File: config.mk
export PLATFORM = sky130hd
export DESIGN_NAME = store_buffer
export DESIGN_NICKNAME = d
export VERILOG_FILES = /design/src/rtl/store_buffer_pkg.sv /design/src/rtl/store_buffer_entry_ram.sv /design/src/rtl/store_buffer.sv
export SDC_FILE = /design/constraint.sdc
export NUM_CORES = 1
export LEC_CHECK = 0
export CORE_AREA = 2 2 377 267
export CTS_CLUSTER_SIZE = 40
export DETAILED_ROUTE_END_ITERATION = 6
export DIE_AREA = 0 0 379 269
export PLACE_DENSITY = 0.46
export SLEW_MARGIN = 40
export SYNTH_ARGS = -nofsm -noshare
export SYNTH_HDL_FRONTEND = slang
export SYNTH_SLANG_ARGS = --single-unit
File: constraint.sdc
create_clock -name clk -period 9.7 [get_ports clk]
set_input_delay 1.94 -clock clk [delete_from_list [all_inputs] [get_ports clk]]
set_output_delay 1.94 -clock clk [all_outputs]
set_load 0.02 [all_outputs]
File: src/rtl/store_buffer_pkg.sv
// Shared store-buffer sizing and record types used by the buffer and its payload RAM.
package store_buffer_pkg;

  localparam int unsigned SB_DEPTH = 8;
  localparam int unsigned SB_IDX_W = 3;
  localparam int unsigned SB_PTR_W = 4;

  typedef logic [SB_IDX_W-1:0] sb_idx_t;
  typedef logic [SB_PTR_W-1:0] sb_ptr_t;

  typedef struct packed {
    logic [31:0] addr;
    logic [31:0] data;
    logic [3:0]  be;
  } sb_payload_t;

  typedef struct packed {
    logic        valid;
    logic        ready;
    logic        committed;
    sb_payload_t payload;
  } sb_entry_t;

  // Occupancy between two wrap-tagged pointers.
  function automatic sb_ptr_t sb_dist(sb_ptr_t hi, sb_ptr_t lo);
    return hi - lo;
  endfunction

endpackage

File: src/rtl/store_buffer_entry_ram.sv
// Payload storage for the store buffer: AGU write, allocate-clear and a head read port.
module store_buffer_entry_ram
  import store_buffer_pkg::*;
(
  input  logic                clk,
  input  logic                agu_we_i,
  input  sb_idx_t             agu_idx_i,
  input  sb_payload_t         agu_wdata_i,
  input  logic [SB_DEPTH-1:0] clr_mask_i,
  input  sb_idx_t             rd_idx_i,
  output sb_payload_t         rd_data_o
);

  sb_payload_t mem_q [SB_DEPTH];

  // Payload deliberately has no reset; status bits in the parent gate its use.
  always_ff @(posedge clk) begin
    for (int unsigned i = 0; i < SB_DEPTH; i++) begin
      if (agu_we_i && (agu_idx_i == sb_idx_t'(i))) begin
        mem_q[i] <= agu_wdata_i;
      end else if (clr_mask_i[i]) begin
        mem_q[i] <= '0;
      end
    end
  end

  assign rd_data_o = mem_q[rd_idx_i];

endmodule

File: src/rtl/store_buffer.sv
// Eight-entry in-order store buffer: allocate at rename, fill from AGU, commit, drain to memory.
module store_buffer
  import store_buffer_pkg::*;
(
  input  logic                clk,
  input  logic                rst,
  input  logic                alloc_en1,
  input  logic                alloc_en2,
  output logic [SB_IDX_W-1:0] alloc_num1,
  output logic [SB_IDX_W-1:0] alloc_num2,
  output logic                sb_full,
  input  logic                agu_wen,
  input  logic [SB_IDX_W-1:0] agu_sbnum,
  input  logic [31:0]         agu_addr,
  input  logic [31:0]         agu_data,
  input  logic [3:0]          agu_be,
  input  logic                write1,
  input  logic [SB_IDX_W-1:0] sbnum1,
  input  logic                write2,
  input  logic [SB_IDX_W-1:0] sbnum2,
  input  logic                flush,
  output logic                mem_wen,
  output logic [31:0]         mem_addr,
  output logic [31:0]         mem_data,
  output logic [3:0]          mem_be,
  input  logic                mem_ack,
  output logic                sb_empty
);

  sb_ptr_t             head_q, head_d;
  sb_ptr_t             cmt_q, cmt_d;
  sb_ptr_t             tail_q, tail_d;
  logic [SB_DEPTH-1:0] valid_q, valid_d;
  logic [SB_DEPTH-1:0] ready_q, ready_d;
  logic [SB_DEPTH-1:0] committed_q, committed_d;

  logic [SB_DEPTH-1:0] clr_mask;
  logic                agu_we;
  logic                drain_fire;
  sb_idx_t             head_idx;
  sb_ptr_t             count;
  sb_payload_t         agu_wdata;
  sb_payload_t         head_payload;

  assign head_idx   = head_q[SB_IDX_W-1:0];
  assign count      = sb_dist(tail_q, head_q);
  assign sb_full    = (count >= sb_ptr_t'(SB_DEPTH - 1));
  assign sb_empty   = (count == '0);
  assign alloc_num1 = tail_q[SB_IDX_W-1:0];
  assign alloc_num2 = tail_q[SB_IDX_W-1:0] + sb_idx_t'(alloc_en1);

  assign mem_wen    = valid_q[head_idx] & ready_q[head_idx] & committed_q[head_idx];
  assign mem_addr   = head_payload.addr;
  assign mem_data   = head_payload.data;
  assign mem_be     = head_payload.be;
  assign drain_fire = mem_wen & mem_ack;

  assign agu_wdata  = '{addr: agu_addr, data: agu_data, be: agu_be};

  always_comb begin
    head_d      = head_q;
    cmt_d       = cmt_q;
    tail_d      = tail_q;
    valid_d     = valid_q;
    ready_d     = ready_q;
    committed_d = committed_q;
    clr_mask    = '0;
    agu_we      = 1'b0;

    if (write1) begin
      committed_d[sbnum1] = 1'b1;
      cmt_d = cmt_q + sb_ptr_t'(1);
      if (write2) begin
        committed_d[sbnum2] = 1'b1;
        cmt_d = cmt_q + sb_ptr_t'(2);
      end
    end else if (write2) begin
      committed_d[sbnum2] = 1'b1;
      cmt_d = cmt_q + sb_ptr_t'(1);
    end

    if (drain_fire) begin
      valid_d[head_idx]     = 1'b0;
      ready_d[head_idx]     = 1'b0;
      committed_d[head_idx] = 1'b0;
      head_d                = head_q + sb_ptr_t'(1);
    end

    if (agu_wen && valid_q[agu_sbnum] && !committed_q[agu_sbnum]) begin
      agu_we             = 1'b1;
      ready_d[agu_sbnum] = 1'b1;
    end

    // Flush sees the post-commit cmt, so same-cycle commits survive; allocation is dropped.
    if (flush) begin
      for (int unsigned k = 0; k < SB_DEPTH; k++) begin
        if (sb_ptr_t'(k) < sb_dist(tail_q, cmt_d)) begin
          valid_d[cmt_d[SB_IDX_W-1:0] + sb_idx_t'(k)]     = 1'b0;
          ready_d[cmt_d[SB_IDX_W-1:0] + sb_idx_t'(k)]     = 1'b0;
          committed_d[cmt_d[SB_IDX_W-1:0] + sb_idx_t'(k)] = 1'b0;
        end
      end
      tail_d = cmt_d;
    end else if (!sb_full) begin
      if (alloc_en1) begin
        valid_d[alloc_num1]     = 1'b1;
        ready_d[alloc_num1]     = 1'b0;
        committed_d[alloc_num1] = 1'b0;
        clr_mask[alloc_num1]    = 1'b1;
      end
      if (alloc_en2) begin
        valid_d[alloc_num2]     = 1'b1;
        ready_d[alloc_num2]     = 1'b0;
        committed_d[alloc_num2] = 1'b0;
        clr_mask[alloc_num2]    = 1'b1;
      end
      tail_d = tail_q + sb_ptr_t'(alloc_en1) + sb_ptr_t'(alloc_en2);
    end
  end

  always_ff @(posedge clk) begin
    if (rst) begin
      head_q      <= '0;
      cmt_q       <= '0;
      tail_q      <= '0;
      valid_q     <= '0;
      ready_q     <= '0;
      committed_q <= '0;
    end else begin
      head_q      <= head_d;
      cmt_q       <= cmt_d;
      tail_q      <= tail_d;
      valid_q     <= valid_d;
      ready_q     <= ready_d;
      committed_q <= committed_d;
    end
  end

  store_buffer_entry_ram u_entry_ram (
    .clk        (clk),
    .agu_we_i   (agu_we),
    .agu_idx_i  (agu_sbnum),
    .agu_wdata_i(agu_wdata),
    .clr_mask_i (clr_mask),
    .rd_idx_i   (head_idx),
    .rd_data_o  (head_payload)
  );

  // Committing an entry whose data has not arrived is a pipeline protocol error.
  commit1_ready_a: assert property (@(posedge clk) disable iff (rst) write1 |-> ready_q[sbnum1]);
  commit2_ready_a: assert property (@(posedge clk) disable iff (rst) write2 |-> ready_q[sbnum2]);

endmodule
==> Word-level counts from Yosys, hierarchy flattened <==
Memories as Yosys holds them, arrays and structs flattened. A register that Yosys moved wholly into a read port is not among the register bits.
Cells that the tools add are included.
{ "totals": {"ff_bits": 36, "ramBits": 544, "inputBits": 86, "out_inout_bits": 77, "word_cells": 324, "n_memories": 1} }
{ "memory_table": {"columns": ["name", "words", "word_bits", "rd", "rd_ports_with_merged_regs", "write_ports", "line", "rtl"], "rows": [
  ["u_entry_ram.mem_q", 8, 68, 1, 1, 8, "store_buffer_entry_ram.sv:14", "sb_payload_t mem_q [SB_DEPTH];"]
]} }
{ "op_classes": {"add_sub_neg": 15, "n_lt_le_gt_ge": 37, "n_eq_ne": 8, "n_mux": 170, "n_bitwise": 60, "n_reduce_logical": 27} }
{ "op_table": {"columns": ["op", "n"], "rows": [
  ["8-bit 2-to-1 mux", 76],
  ["68-bit 2-to-1 mux", 8],
  ["8-bit AND", 31],
  ["8-bit NOT", 11],
  ["1-bit 2-to-1 mux", 60],
  ["3-bit by 4-bit < comparator with 1-bit output (second input constant)", 14],
  ["8-bit OR", 7],
  ["1-bit demux with 3-bit select", 14],
  ["3-bit by 1-bit >= comparator with 1-bit output (second input constant)", 14],
  ["1-bit logical AND", 24],
  ["4-bit 2-to-1 mux", 5],
  ["3-bit by 4-bit < comparator with 1-bit output (first input constant)", 4],
  ["1-bit binary-select mux with 3-bit select", 5],
  ["3-bit adder (second input constant)", 4],
  ["3-bit equality test (second input constant)", 4],
  ["4-bit by 1-bit adder with 4-bit output", 2],
  ["4-bit by 1-bit adder with 4-bit output (second input constant)", 2],
  ["1-bit by 4-bit < comparator with 1-bit output (first input constant)", 2],
  ["2-bit by 4-bit < comparator with 1-bit output (first input constant)", 2],
  ["1-bit OR", 8],
  ["4-bit subtractor", 2],
  ["3-bit by 2-bit adder with 3-bit output (second input constant)", 2],
  ["3-bit by 2-bit equality test with 1-bit output (second input constant)", 2],
  ["3-bit 2-to-1 mux", 2],
  ["10 further kinds", 12]
]} }

==> Logic depth before layout (Yosys ltp) <==
{ "depth": {"word_depth": 34, "mapped_depth": 15} }

==> By module <==
A second synthesis with hierarchy kept.
{ "unflattened": {"cells_unflattened": 2002, "hier_area_um2": 28619.9} }
{ "modules_own_cells": {"columns": ["module", "instances", "cells_per_inst", "area_each_um2", "seq_area_each_um2"], "rows": [
  ["store_buffer_entry_ram", 1, 1526, 25031.5, 15655.0],
  ["store_buffer", 1, 476, 3588.4, 720.7]
]} }

==> Worst setup path after synthesis <==
No wires, ideal clock.
{ "synth_timing": {"path_type": "in2reg", "startpoint": "in agu_sbnum[2]", "endpoint": "mem u_entry_ram.mem_q[1][0] (netlist bit) (enable)", "setup_ps": 588, "arrival_time_ps": 7232, "setup_slack_ps": 1880, "stages": 2, "path_buffers": 0, "cell_sequence": "or4bb_1 o21ai_0"} }
{ "synth_lines": {"columns": ["element", "line", "rtl"], "rows": [
  ["start: declaration", "store_buffer.sv:13", "input logic [SB_IDX_W-1:0] agu_sbnum,"],
  ["end: declaration", "store_buffer_entry_ram.sv:14", null]
]} }

==> Worst setup path after layout <==
{ "layout_timing": {"startpoint": "in write2", "endpoint": "reg valid_q[1]"} }
{ "layout_between": {"elab_chain_cells": 31, "elab_cells_between_ends": 91, "classes_between": "add/sub (8); order compare (24); mux (35); bitwise (16); reduce/logical (8)"} }
{ "layout_lines": {"columns": ["element", "line", "rtl"], "rows": [
  ["start: declaration", "store_buffer.sv:19", "input logic write2,"],
  ["4-bit 2-to-1 mux (on tied branches)", "store_buffer.sv:77, store_buffer.sv:73", null],
  ["4-bit 2-to-1 mux *", "store_buffer.sv:70", "if (write1) begin"],
  ["named net cmt_d[0]", "store_buffer.sv:31", "sb_ptr_t cmt_q, cmt_d;"],
  ["parallel branches: the longest is 27 deep, another holds 3-bit by 4-bit < comparator with 1-bit output", null, null],
  ["8-bit 2-to-1 mux *", "store_buffer.sv:97", "if (sb_ptr_t'(k) < sb_dist(tail_q, cmt_d)) begin"],
  ["8-bit 2-to-1 mux *", "store_buffer.sv:95", "if (flush) begin"],
  ["end signal: assignment", "store_buffer.sv:133", "valid_q <= valid_d;"],
  ["end: declaration", "store_buffer.sv:33", "logic [SB_DEPTH-1:0] valid_q, valid_d;"]
]} }
Mark *: on every way through the listed nets, which the timed path passes. The select of a mux whose other input is x is not followed.
A chain may end at the register's enable or synchronous reset.

==> impl_metrics.json <==
{
  "cts_tree": "done",
  "cts_buffer_depth": 3,
  "cts_sinks": 583,
  "maxSlewHeadroom": 0.450,
  "clockRootBuffer": "clkbuf_16",
  "synthTopCellsByArea": "edfxtp_1 52%, mux4_2 11%, dfxtp_1 7.8%, nor2b_1 7.6%, and2_1 3.2%",
  "wl_per_cell_um": 24.2,
  "drt-met1-wl_mm": 38.2,
  "synth_area_per_cell_um2": 14.3,
  "synthesis.area_mm2": 0.0274,
  "p_per_area_mw_per_mm2": 193,
  "routabilityCongestion": 0.787,
  "grt_max_degree": 69,
  "cts-resized-gates": 0,
  "hp-class": "flip-flop to flip-flop",
  "antenna_found_initial": 12,
  "required_ps": 10220,
  "fin_skew_ps": 29.8,
  "p_leak_nw": 10.6,
  "ioPinCount": 163,
  "grt_pass1_wl_mm": 122,
  "cap_violations": 0,
  "syn_nets": 2022,
  "totalWireLength_mm": 83.4,
  "postCtsSetupBuffers": 0,
  "top_layer": "met5",
  "die_area_mm2": 0.102,
  "vias": 16800,
  "setup_viol": 0,
  "cts_buffers": 67,
  "cp-startpoint": "write2",
  "seq_area_frac_synth": 0.601,
  "worstSetupPathType": "input port to flip-flop",
  "rsz0062_at_grt": "no",
  "synth_top_area_share": 0.523,
  "async_reset_ff_frac": 0,
  "min_period_over_period": 0.613,
  "dpl.hpwl_mm": 45.7,
  "core_area_mm2": 0.0988,
  "cp_data_arrival_time_ps": 6460,
  "num-nets-final": 2162,
  "io_buffers": 162,
  "grt_usage": 0.164,
  "synth_edf_count": 476,
  "final_area_mm2": 0.0327,
  "post-place-ws_ps": 2530,
  "reg2reg_from": "cmt_q[0]",
  "peakVddDrop_mv": 0.0973,
  "yosys_warnings": 0,
  "power_mw": 6.30,
  "synthCells": 1918,
  "final_core_utilization": 0.331,
  "synthDistinctLibCells": 87,
  "grt_pass1_vias": 17500,
  "hold_buffers": 0,
  "fp.dieH_um": 269,
  "rows": 97,
  "ys_ff_latch": 583,
  "setup_tns_ps": 0,
  "layout_min_cycle_time_ps": 5940,
  "clk_latency_ps": 610,
  "syn_to_final_growth_pct": 19.7,
  "ant_nets": 0,
  "wl_met2_mm": 39.4,
  "worst_slack_ps": 3760,
  "fillers": 9729,
  "tightest_slew_ps": 814,
  "routed_via_density": 4.87,
  "synth_top_flop_cell": "edfxtp_1",
  "placed_area_mm2": 0.0307,
  "hp-start": "ready_q[2]",
  "status": "finished, final reports clean",
  "route.met3.wl_mm": 4.34,
  "dieWidth_um": 379,
  "start_util": 0.277,
  "worstSetupEndpointType": "flip-flop",
  "synth_area_leader_cell": "edfxtp_1",
  "cts.htree.levels": 3,
  "setup.worst_path.start_class": "input port",
  "first_iter_violations": 1264,
  "final_hold_viol_count": 0,
  "drt_pass1_iterations": 5,
  "fmax_mhz": 168,
  "clk_pin_slew_ps": 60,
  "drive_gt1_frac": 0.183,
  "synth_common_cells": "476 x edfxtp_1, 334 x nor2b_1, 142 x and2_1",
  "synth.most_common_cell": "edfxtp_1",
  "drc_errors": 0,
  "gr-total-overflow": 0,
  "finalMaxSlewViolations": 0,
  "cp_max_fo": 23
}
==> critical path: stages <==
cell and delay [ps]:
buf_2 370, xnor3_1 710, clkinv_1 540, ha_1 370, nand3b_1 170, a21boi_0 300
a211o_1 400, nand2_1 390, o311ai_0 470, a41oi_1 440, a211oi_1 350
==> flip-flops by register name, summed over array words and instances (netlist names), named ones only <==
name,cells
u_entry_ram.mem_q,544
valid_q,8
ready_q,8
committed_q,8
head_q,4
cmt_q,4
tail_q,4
==> metrics by stage <==
| step | hold WS [ps] | std cells |
|---|---|---|
| 5_1_grt | 483 | 3446 |
| 2_1_floorplan | 438 | 1918 |
| 4_1_cts | 470 | 3445 |
| 6_report | 466 | 3448 |
| 3_5_place_dp | 454 | 3325 |
| 3_3_place_gp | 451 | 3316 |
==> report_power, final <==
| group | total, mW | internal [mW] | switching [mW] | leakage (nW) |
|---|---|---|---|---|
| clock network | 2.42 | 1.37 | 1.05 | 0.999 |
| logic | 0.985 | 0.380 | 0.605 | 4.44 |
| registers | 2.90 | 2.85 | 0.0443 | 5.19 |
| total | 6.30 | 4.60 | 1.70 | 10.6 |
==> cell families after synthesis <==
group	after synthesis	share of synthesized area
xor gates and xnor gates	14	0.00526
buffers and inverters	159	0.0246
AOI/OAI and AO/OA	220	0.0614
and+or+nand+nor	712	0.155
DFF	583	0.601
adders and majority gates	22	0.0107
muxes	208	0.142
==> per-layer routing <==
| layer | global-route usage | vias to the layer above |
|---|---|---|
| li1 | - | 7521 |
| met3 | 0.0313 | 114 |
| met4 | 0.0370 | 16 |
| met5 | 0 | - |
| met1 | 0.225 | 8744 |
| met2 | 0.267 | 410 |
==> layout by cell type, fill, tap and decap left out, types with 6 or more instances in the layout <==
master,Yosys,routed
edfxtp_1,476,476
nor2b_1,334,334
clkdlybuf4s50_1,0,160
and2_1,142,142
mux4_2,137,137
dfxtp_1,107,104
clkbuf_16,0,69
mux2_2,68,68
a22o_1,68,68
nand2_1,52,48
nor2_1,43,38
a21oi_1,31,31
inv_1,28,28
nor3_1,25,25
nand3_1,22,22
buf_4,3,21
clkbuf_1,89,20
o21ai_0,17,15
ha_1,15,15
and2b_1,15,14
nor4_1,15,12
o22ai_1,11,11
clkinv_1,2,10
clkinv_2,0,10
nand2b_1,12,9
and3_1,8,8
a211oi_1,8,8
xnor2_1,8,7
nand4_1,7,7
nor3b_1,6,6
o211ai_1,6,6
a22oi_1,6,6
a31oi_1,6,6
o311ai_0,6,6
inv_6,0,6
buf_6,6,6
==> cell type report <==
cell class / count / area [um2] / area share
timing repair buffer: 199 / 2040 / 0.0622
antenna: 3 / 7.51 / 0.000229
tap: 1336 / 1670 / 0.0511
clock inverter: 31 / 249 / 0.00761
sequential: 583 / 16400 / 0.502
inverter: 31 / 116 / 0.00355
multi-input combinational: 1176 / 10400 / 0.318
clock buffer: 89 / 1800 / 0.0550
==> path summary, 6_finish.rpt <==
| path | end | slack (ps) | depth (start not counted) |
|---|---|---|---|
| setup / recovery | valid_q[1] | 3760 | 11 |
| setup reg to reg | valid_q[1] | 4660 | 13 |
| hold reg to reg | ready_q[2] | 470 | 2 |
| hold / removal | ready_q[2] | 470 | 2 |
(Power assumes the default switching activity.)
